$ cat src/rtl/alien_march_ctrl.sv
// Formation march controller: frame-tick pacing, march/drop sequencing and
// invasion detection; emits a one-cycle step strobe with X/Y offsets.
module alien_march_ctrl #(
  parameter int H_LAST      = 639,
  parameter int V_LAST      = 479,
  parameter int X_STEP      = 2,
  parameter int Y_STEP      = 3,
  parameter int DROP_STEPS  = 4,
  parameter int LEFT_LIMIT  = 5,
  parameter int RIGHT_LIMIT = 603,
  parameter int GROUND_Y    = 420,
  parameter int MIN_PERIOD  = 1,
  parameter int SPEED_SHIFT = 2
) (
  input  logic       Pclk,
  input  logic       rst_n,
  input  logic [9:0] xx,
  input  logic [9:0] yy,
  input  logic       run,
  input  logic [9:0] form_left,
  input  logic [9:0] form_right,
  input  logic [9:0] form_bottom,
  input  logic [5:0] alive_cnt,
  output logic [1:0] X_off,
  output logic [1:0] Y_off,
  output logic       dir_left,
  output logic       step,
  output logic       invaded
);

  typedef enum logic [1:0] {MARCH_R, DROP_L, MARCH_L, DROP_R} state_t;

  state_t     state_q, state_d;
  logic [6:0] frame_q, frame_d;
  logic [7:0] drop_q, drop_d;
  logic       step_q, step_d;
  logic [1:0] x_off_q, x_off_d;
  logic [1:0] y_off_q, y_off_d;
  logic       dir_q, dir_d;
  logic       inv_q, inv_d;

  logic       tick;
  logic       active;
  logic       fire;
  logic [6:0] period;

  assign tick   = (xx == 10'(H_LAST)) && (yy == 10'(V_LAST));
  assign period = 7'(MIN_PERIOD) + 7'(alive_cnt >> SPEED_SHIFT);
  assign active = tick && run && !inv_q && (alive_cnt != 6'd0);
  // >= rather than == so a shrinking period fires at once instead of wrapping
  assign fire   = active && (({1'b0, frame_q} + 8'd1) >= {1'b0, period});

  always_comb begin
    state_d = state_q;
    frame_d = frame_q;
    drop_d  = drop_q;
    dir_d   = dir_q;
    inv_d   = inv_q;
    step_d  = 1'b0;
    x_off_d = 2'd0;
    y_off_d = 2'd0;

    if (active) frame_d = fire ? 7'd0 : frame_q + 7'd1;
    if (tick && (form_bottom >= 10'(GROUND_Y))) inv_d = 1'b1;

    if (fire) begin
      step_d = 1'b1;
      unique case (state_q)
        MARCH_R: begin
          if (form_right >= 10'(RIGHT_LIMIT)) begin
            state_d = DROP_L;
            drop_d  = 8'd0;
            y_off_d = 2'(Y_STEP);
          end else begin
            x_off_d = 2'(X_STEP);
            dir_d   = 1'b0;
          end
        end
        MARCH_L: begin
          if (form_left <= 10'(LEFT_LIMIT)) begin
            state_d = DROP_R;
            drop_d  = 8'd0;
            y_off_d = 2'(Y_STEP);
          end else begin
            x_off_d = 2'(X_STEP);
            dir_d   = 1'b1;
          end
        end
        DROP_L, DROP_R: begin
          y_off_d = 2'(Y_STEP);
          drop_d  = drop_q + 8'd1;
          // entry step already counted, so exit when this is drop DROP_STEPS
          if ((drop_q + 8'd2) >= 8'(DROP_STEPS)) begin
            drop_d  = 8'd0;
            state_d = (state_q == DROP_L) ? MARCH_L : MARCH_R;
            dir_d   = (state_q == DROP_L);
          end
        end
        default: state_d = MARCH_R;
      endcase
    end
  end

  always_ff @(posedge Pclk or negedge rst_n) begin
    if (!rst_n) begin
      state_q <= MARCH_R;
      frame_q <= 7'd0;
      drop_q  <= 8'd0;
      step_q  <= 1'b0;
      x_off_q <= 2'd0;
      y_off_q <= 2'd0;
      dir_q   <= 1'b0;
      inv_q   <= 1'b0;
    end else begin
      state_q <= state_d;
      frame_q <= frame_d;
      drop_q  <= drop_d;
      step_q  <= step_d;
      x_off_q <= x_off_d;
      y_off_q <= y_off_d;
      dir_q   <= dir_d;
      inv_q   <= inv_d;
    end
  end

  assign step     = step_q;
  assign X_off    = x_off_q;
  assign Y_off    = y_off_q;
  assign dir_left = dir_q;
  assign invaded  = inv_q;

endmodule

$ cat config.mk
export PLATFORM = sky130hd
export DESIGN_NAME = alien_march_ctrl
export DESIGN_NICKNAME = d
export VERILOG_FILES = /design/src/rtl/alien_march_ctrl.sv
export SDC_FILE = /design/constraint.sdc
export NUM_CORES = 1
export LEC_CHECK = 0
export BUFFER_PORTS_ARGS = -buffer_cell sky130_fd_sc_hd__buf_4
export CELL_PAD_IN_SITES_DETAIL_PLACEMENT = 0
export CELL_PAD_IN_SITES_GLOBAL_PLACEMENT = 1
export CORE_UTILIZATION = 34
export CTS_CLUSTER_DIAMETER = 80
export DETAILED_ROUTE_END_ITERATION = 12
export PLACE_DENSITY = 0.81
export SETUP_SLACK_MARGIN = 0.15
export SYNTH_ARGS = -nofsm -noshare
export SYNTH_HDL_FRONTEND = slang
export SYNTH_SLANG_ARGS = --single-unit
$ cat constraint.sdc
create_clock -name Pclk -period 3.5 [get_ports Pclk]
set_input_delay 0.525 -clock Pclk [delete_from_list [all_inputs] [get_ports Pclk]]
set_output_delay 0.525 -clock Pclk [all_outputs]
set_load 0.01 [all_outputs]
After elaboration in Yosys (flattened, before gate mapping) --
Index checks and enable logic that the tools add are counted.
Cells by class: add/sub/neg operators 5, $lt $le $gt $ge 5, equality and inequality tests 10, mux-type cells 23, reductions and logical operators 13
Operators with widths (number):
- $mux W8 | 3
- $pmux W8 S3 | 1
- $mux W2 | 10
- $pmux W2 S3 | 2
- $eq A10 B10 Y1 const B | 1
- $eq A10 B9 Y1 const B | 1
- $ge A10 B10 Y1 const B | 1
- $ge A10 B9 Y1 const B | 1
- $le A10 B3 Y1 const B | 1
- $ne A2 B2 Y1 const B | 5
- $add A7 B1 Y8 const B | 1
- $add A8 B1 Y8 const B | 1
- $add A8 B2 Y8 const B | 1
- $ge A8 B3 Y1 const B | 1
- $ge A8 B5 Y1 | 1
- $reduce_and A4 Y1 | 2
- $add A7 B1 Y7 const B | 1
- $mux W7 | 1
- $logic_and A1 B1 Y1 | 6
- $reduce_bool A6 Y1 | 1
- $add A1 B4 Y5 const A | 1
- $eq A2 B2 Y1 const B | 2
- $mux W1 | 4
- $pmux W2 S2 | 1
- 6 further kinds | 6
Word-level totals: register bits 24, input bits 59, output and inout port bits 7, logic and storage cells 64

Logic depth before layout (Yosys ltp) --
Gate-level depths: netlist (run 1).
word-level depth 7, mapped depth 11, gate-level depth less buffers 10

Least setup slack after synthesis (run 1) --
Ideal clock, no wire load.
path kind register to register, start register frame_q[0], end register drop_q[1], setup time 127 ps, arrival time 2697 ps, slack 676 ps, stages on the path, launching flop included 12, buffers on the path 1, period minus slack after synthesis 2824 ps, path through dfrtp_1 ha_1 nand3_1 nand2b_1 nand2_1 ha_1 a211o_1 or4_4 a22oi_4 or3_1 buf_6 mux2_1
On the way: longest elaborated chain between the ends 4
RTL lines:
- from (decl) | line 34 | logic [6:0] frame_q, frame_d;
- from (signal assigned) | line 116 | frame_q <= frame_d;
- $add A7 B1 Y8 | line 51 | assign fire = active && (({1'b0, frame_q} + 8'd1) >= {1'b0, period});
- $ge A8 B5 Y1 | line 51
- $logic_and A1 B1 Y1 | line 51
- $reduce_and A3 Y1 (no source line)
- to (signal assigned) | line 117 | drop_q <= drop_d;
- to (decl) | line 35 | logic [7:0] drop_q, drop_d;
No other way between the ends. A chain may end at the register's enable or synchronous reset.

Final worst setup path (run 1) --
Ends and elaborated chain as after synthesis.

==> metrics, run 1 <==
ANT cells=0; Worst Hold Class=input pin to async pin; # rows=24; Mapped Cells=between 150 and 200; share of layout cells above drive strength 1=0.317; Area growth syn-to-layout=35.5%; CP Data Required Time=~3.6 ns; Initial DRC Count=34; total congestion overflow=0; Yosys warnings=0; CTS sink count=22; Clock Power Share=0.321; die height=69.2 um; number of port buffers=61; GPL Wtd Cong=0.753; post-route minimum period=between 3 and 4 ns; Critical Path Start Type=flip-flop; FMAX=331 MHz; # setup viols final=0; part of the Yosys area used for sequential elements=0.359; drt total wl=3.40 mm; Syn Area/Cell=between 9 and 10 sq um; Seq pwr share=0.531; Fill cells=429; Initial Util=0.353; cell accounting for the most synthesized area=dfrtp_1; Clk pin slew, worst setup/hold paths=0.08 ns; CTS root buffer=clkbuf_8; pin count of the biggest net entering global routing=23; top post-synthesis cells by area=dfrtp_1, ha_1, inv_1; num ports=66; RSZ-0062 raised after global routing=no; cts repair resizes=0; power per cell area=between 200 and 250 mW/mm^2; maximum vdd ir drop=0.000119 V; flop and latch count out of synthesis=22; DIE WIDTH=approximately 70 um; Leak=~1.0 nW; Die ar.=approximately 0.0048 sq mm; Commonest cells post-synth=dfrtp_1, ha_1, inv_1; Cell Count, Final, Fillers Out=279; Switching Share=0.210; WP data arrival=3.16 ns; syn_nets=240; nets=303; post-DR wirelength/cell=12.2 um; CORE AREA=0.00435 sq mm; crit path kind=flip-flop to flip-flop; DP HPWL=2.72 mm; setup_tns=0 ns; fin. max-slew vios=0; Multi-input gate area=895 sq um; P_sw=~0.10 mW; count leader, synth=dfrtp_1; postcts setup bufs=0; register area=between 500 and 600 sq um; CTS tree=yes; cts bufs inserted=3; synth unique cells=43; Final Hold Fails=0; 1st-pass router iterations=6; Post-CTS Hold Buffers=0; cell internal pwr=0.378 mW; Cells after DPL=276; Clk Latency, worst-skew pair=0.26 ns; drt drc=0; antenna violations before repair=0; mapped cell area=0.00154 sq mm; Total GRT Usage=0.148; number of global-route vias before repair=1362; top cell type's share of synthesized area=0.359; top_reg_cell synth=dfrtp_1; Worst-Margin Slew=0.614 ns; power share of the combinational group=0.148; first-pass GRT wire length=5.99 mm; worst-path fanout max=9; Crit. End Element=flip-flop; Final Cycle Share=0.863; vias post-DR=1423; H-Tree Depth=1; Max-slew headroom=0.587; result of the run=finished clean; antenna viol nets, final=0; Post-synth EDFFs=0; Max-cap violations=0; Clock Path Buffers=2; skew final=0.00372 ns; Via density=5.10; fraction of registers with async set/reset=1.00
## cell type report
type                            instances  area share
Multi-Input combinational cell        124       0.430
Sequential cell                        22       0.265
Timing Repair Buffer                   63       0.227
Tap cell                               52      0.0313
Inverter                               15      0.0271
Clock buffer                            3      0.0198
## critical path, cell delays in order (launching register included)
cell and delay [ns]:
dfrtp_1 0.45, ha_1 0.30, nand3_1 0.17, nand2b_1 0.14, nand2_1 0.07, ha_1 0.21
a211o_1 0.27, or4_4 0.44, a22oi_4 0.32, or3_1 0.19, mux2_1 0.33
## layout by cell type (no fill, tap or decap), types with 3 or more instances in the layout
cell type,instances
nor4_1,5
nor2_1,5
o21a_1,7
inv_1,15
o22ai_1,3
buf_4,63
nand3_1,11
dfrtp_1,22
nand4b_1,4
o21ai_0,8
ha_1,15
a21oi_1,5
nand4_1,4
clkbuf_8,3
nor3_1,4
nand2_1,12
nand2b_1,4
## state kept, by name (all words and copies together) (netlist names)
name and cells:
drop_q 8, frame_q 7, state_q 2, X_off 1
Y_off 1, dir_left 1, invaded 1, step 1
## routing by layer
layer | up-vias | routed length, um | track usage
met5 | - | 0 | 0
met4 | 0 | 27 | 0.0408
met3 | 4 | 157 | 0.0131
met2 | 51 | 1650 | 0.255
met1 | 638 | 1560 | 0.197
li1 | 730 | - | -
## power groups by stage
stage	Sequential, mW	Clock, mW	Combinational (mW)
final	0.254	0.153	0.0709
after global routing	0.254	0.165	0.0783
after CTS	0.254	0.159	0.0724
after detailed placement	0.259	0	0.0722
after global placement	0.259	0	0.0711
after floorplan	0.259	0	0.0171
## kinds of logic after synthesis
kind of cell | share of synthesized area
multiplexers | 0.0350
adder cells (fa/ha/maj) | 0.122
other | 0.00244
buffers and inverters | 0.0587
flip-flops | 0.359
AND/OR/NAND/NOR | 0.209
AO/OA/AOI/OAI | 0.192
XOR/XNOR | 0.0228
## final timing paths
check,slack (ns),cells past startpoint,end,from
min in group Pclk,0.49,1,invaded$_DFFE_PN0P_,invaded$_DFFE_PN0P_
worst min register to register,0.49,1,invaded$_DFFE_PN0P_,invaded$_DFFE_PN0P_
worst max-delay path,0.48,10,drop_q[1]$_DFFE_PN0P_,frame_q[0]$_DFFE_PN0P_
worst min-delay path,0.14,1,dir_left$_DFFE_PN0P_,rst_n
max in group asynchronous,3.14,1,frame_q[2]$_DFFE_PN0P_,rst_n
worst max register to register,0.48,10,drop_q[1]$_DFFE_PN0P_,frame_q[0]$_DFFE_PN0P_
## through the flow
step | instance area (sq um) | hold WS (ns) | util | setup WS [ns] | power, mW
after CTS | 2080 | 0.147 | 0.478 | 0.496 | 0.486
after detailed placement | 2040 | 0.432 | 0.468 | 0.531 | 0.331
after floorplan | 1540 | 0.229 | - | 0.676 | 0.276
after global routing | 2080 | 0.159 | 0.478 | 0.337 | 0.497
after global placement | 2040 | 0.431 | 0.468 | 0.568 | 0.330
final | 2080 | 0.141 | 0.478 | 0.480 | 0.478
(Power assumes the default switching activity.)
==> run 2: changes to the inputs <==
- REMOVE_ABC_BUFFERS: default -> 1
==> run 2 against run 1 <==
Clock skew grew 0.0032 ns; flip-flop and latch count is the same; wire length is 5.7% lower; utilization grew 0.32 points; global-route usage decreased by 0.49 points; clock power grew 22%.
==> metrics, run 2 (synthesis gave the netlist of run 1 again) <==
DP HPWL=2.63 mm (was 2.72 mm); postcts setup bufs=0 (unchanged); GR Util met3=0.0116 (was 0.0131); result of the run=finished clean (unchanged); H-Tree Depth=1 (unchanged); drt drc=0 (unchanged); Max-cap violations=0 (unchanged); # setup viols final=0 (unchanged); total power=0.511 mW (was 0.478 mW); Crit. End Element=flip-flop (unchanged); Top Registers=drop_q: 8 flops, frame_q: 7 flops, state_q: 2 flops (unchanged); Worst-Margin Slew=0.558 ns (was 0.614 ns); placed inst area=0.00204 sq mm (unchanged); 1st-pass router iterations=4 (was 6); Clk pin slew, worst setup/hold paths=0.08 ns (about the same); Worst Hold Class=input pin to async pin (unchanged); Final Hold Fails=0 (unchanged); Via density=5.11 (was 5.10); P_sw=0.110 mW (was 0.100 mW); Final Cell Area=0.00209 sq mm (was 0.00208 sq mm); Seq pwr share=0.497 (was 0.531); power per cell area=244 mW/mm^2 (was 230 mW/mm^2); CP Data Required Time=3.65 ns (was 3.64 ns); cts repair resizes=0 (unchanged); DIE WIDTH=69.2 um (unchanged); post-DR wirelength/cell=11.5 um (was 12.2 um); Worst path max stage delay=0.44 ns (was 0.45 ns); first-pass GRT wire length=5.73 mm (was 5.99 mm); Die ar.=0.00479 sq mm (unchanged); reg2reg path depth=10 (unchanged); Most common cell on crit path=ha_1 (unchanged); Post-CTS Hold Buffers=0 (unchanged); # rows=24 (unchanged); critical path cell sequence=ha_1 -> nand3_1 -> nand2b_1 -> nand2_1 -> ha_1 -> a211o_1 -> or4_4 -> a22oi_4 -> or3_1 -> mux2_1 (unchanged); antenna violations before repair=0 (unchanged); num ports=66 (unchanged); drt total wl=3.21 mm (was 3.40 mm); final core occ=0.481 (was 0.478); CTS tree=yes (unchanged); setup_tns=0 ns (unchanged); number of global-route vias before repair=1397 (was 1362); fin. max-slew vios=0 (unchanged); commonest non-fill, non-tap cell in the layout=buf_4 (unchanged); antenna viol nets, final=0 (unchanged); slowest CP cell=dfrtp_1 (unchanged); die height=69.2 um (unchanged); share of layout cells above drive strength 1=0.320 (was 0.317); Initial DRC Count=66 (was 34); Initial Util=0.353 (unchanged); Total GRT Usage=0.143 (was 0.148); met2 GRT Util=0.235 (was 0.255); CP top delay family=simple AND/OR/NAND/NOR gates (unchanged); Area growth syn-to-layout=36.4% (was 35.5%); WP data arrival=3.09 ns (was 3.16 ns); total congestion overflow=0 (unchanged); pin count of the biggest net entering global routing=23 (unchanged); CTS sink count=22 (unchanged); GPL Wtd Cong=0.760 (was 0.753); power share of the combinational group=0.138 (was 0.148); skew final=0.00694 ns (was 0.00372 ns); cell internal pwr=0.401 mW (was 0.378 mW); Clk Latency, worst-skew pair=0.27 ns (was 0.26 ns); Critical Path Start Type=flip-flop (unchanged); Clock Power Share=0.366 (was 0.321); crit path kind=flip-flop to flip-flop (unchanged); CP Buf/Inv Count=0 (unchanged); Max-slew headroom=0.625 (was 0.587); number of port buffers=61 (unchanged); CORE AREA=0.00435 sq mm (unchanged); worst-path fanout max=9 (unchanged); Final Cycle Share=0.841 (was 0.863); Largest register FFs=8 (unchanged); RR Endpoint=drop_q[1]$_DFFE_PN0P_ (unchanged); Switching Share=0.215 (was 0.210); Clock Path Buffers=2 (unchanged); cts bufs inserted=3 (unchanged); R2R Path Start=frame_q[0]$_DFFE_PN0P_ (unchanged); RSZ-0062 raised after global routing=no (unchanged); post-route minimum period=2.94 ns (was 3.02 ns); CTS root buffer=clkbuf_8 (unchanged); Top reg by flops=drop_q (unchanged); flop2flop setup slack=0.56 ns (was 0.48 ns); ANT cells=0 (unchanged); vias post-DR=1431 (was 1423); GR peak layer=met2 (unchanged); most frequent cells in the layout=buf_4, dfrtp_1, inv_1, ha_1, nand2_1 (unchanged); M1 GR Usage=0.193 (was 0.197); nets=303 (unchanged); maximum vdd ir drop=0.000148 V (was 0.000119 V); Leak=1.06 nW (was 1.05 nW); FMAX=340 MHz (was 331 MHz)
==> run 2: changes by cell type in the layout (fill, tap and decap cells not counted) <==
cell and change:
clkbuf_8 +1
==> run 2: cell type report <==
type                            instances  area, sq um
Sequential cell                        22          551
Timing Repair Buffer                   63          473
Fill cell                             421         2260
Tap cell                               52         65.1
Clock buffer                            4         55.1
Multi-Input combinational cell        124          895
Inverter                               15         56.3
==> run 2: how the worst max path moves through the flow <==
stage | cells after the start | end | slack, ns | startpoint
after CTS | 10 | drop_q[1]$_DFFE_PN0P_ | 0.54 | frame_q[0]$_DFFE_PN0P_
after global routing | 10 | drop_q[1]$_DFFE_PN0P_ | 0.36 | frame_q[0]$_DFFE_PN0P_
after detailed placement | 10 | drop_q[1]$_DFFE_PN0P_ | 0.55 | frame_q[0]$_DFFE_PN0P_
after global placement | 10 | drop_q[1]$_DFFE_PN0P_ | 0.55 | frame_q[0]$_DFFE_PN0P_
after floorplan | 10 | drop_q[1]$_DFFE_PN0P_ | 0.64 | frame_q[0]$_DFFE_PN0P_
final | 10 | drop_q[1]$_DFFE_PN0P_ | 0.56 | frame_q[0]$_DFFE_PN0P_
==> run 2: through the flow <==
| stage | instances | setup slack, ns | hold WS, ns |
|---|---|---|---|
| floorplan | 161 | 0.645 | 0.229 |
| global placement | 276 | 0.546 | 0.432 |
| detailed placement | 276 | 0.551 | 0.437 |
| CTS | 280 | 0.539 | 0.141 |
| global route | 280 | 0.360 | 0.146 |
| finish | 280 | 0.558 | 0.128 |
==> run 2: power by group through the flow <==
stage	Clock (mW)	Combinational (mW)	Sequential, mW
finish	0.187	0.0703	0.254
global route	0.201	0.0785	0.254
CTS	0.190	0.0718	0.254
detailed placement	0	0.0718	0.259
global placement	0	0.0709	0.259
floorplan	0	0.0162	0.259
==> run 2: routing by layer <==
metal  up-vias  share of wire  wire length, um
li1        729              -                -
met1       647           0.48             1530
met2        47           0.45             1460
met3         8          0.050              159
met4         0          0.018               59
met5         -              0                0
==> run 2: worst register-to-register path, stage by stage (launching register included) <==
cell and delay, ns:
dfrtp_1 0.44, ha_1 0.29, nand3_1 0.17, nand2b_1 0.14, nand2_1 0.07, ha_1 0.20, a211o_1 0.27, or4_4 0.44
a22oi_4 0.32, or3_1 0.18, mux2_1 0.32
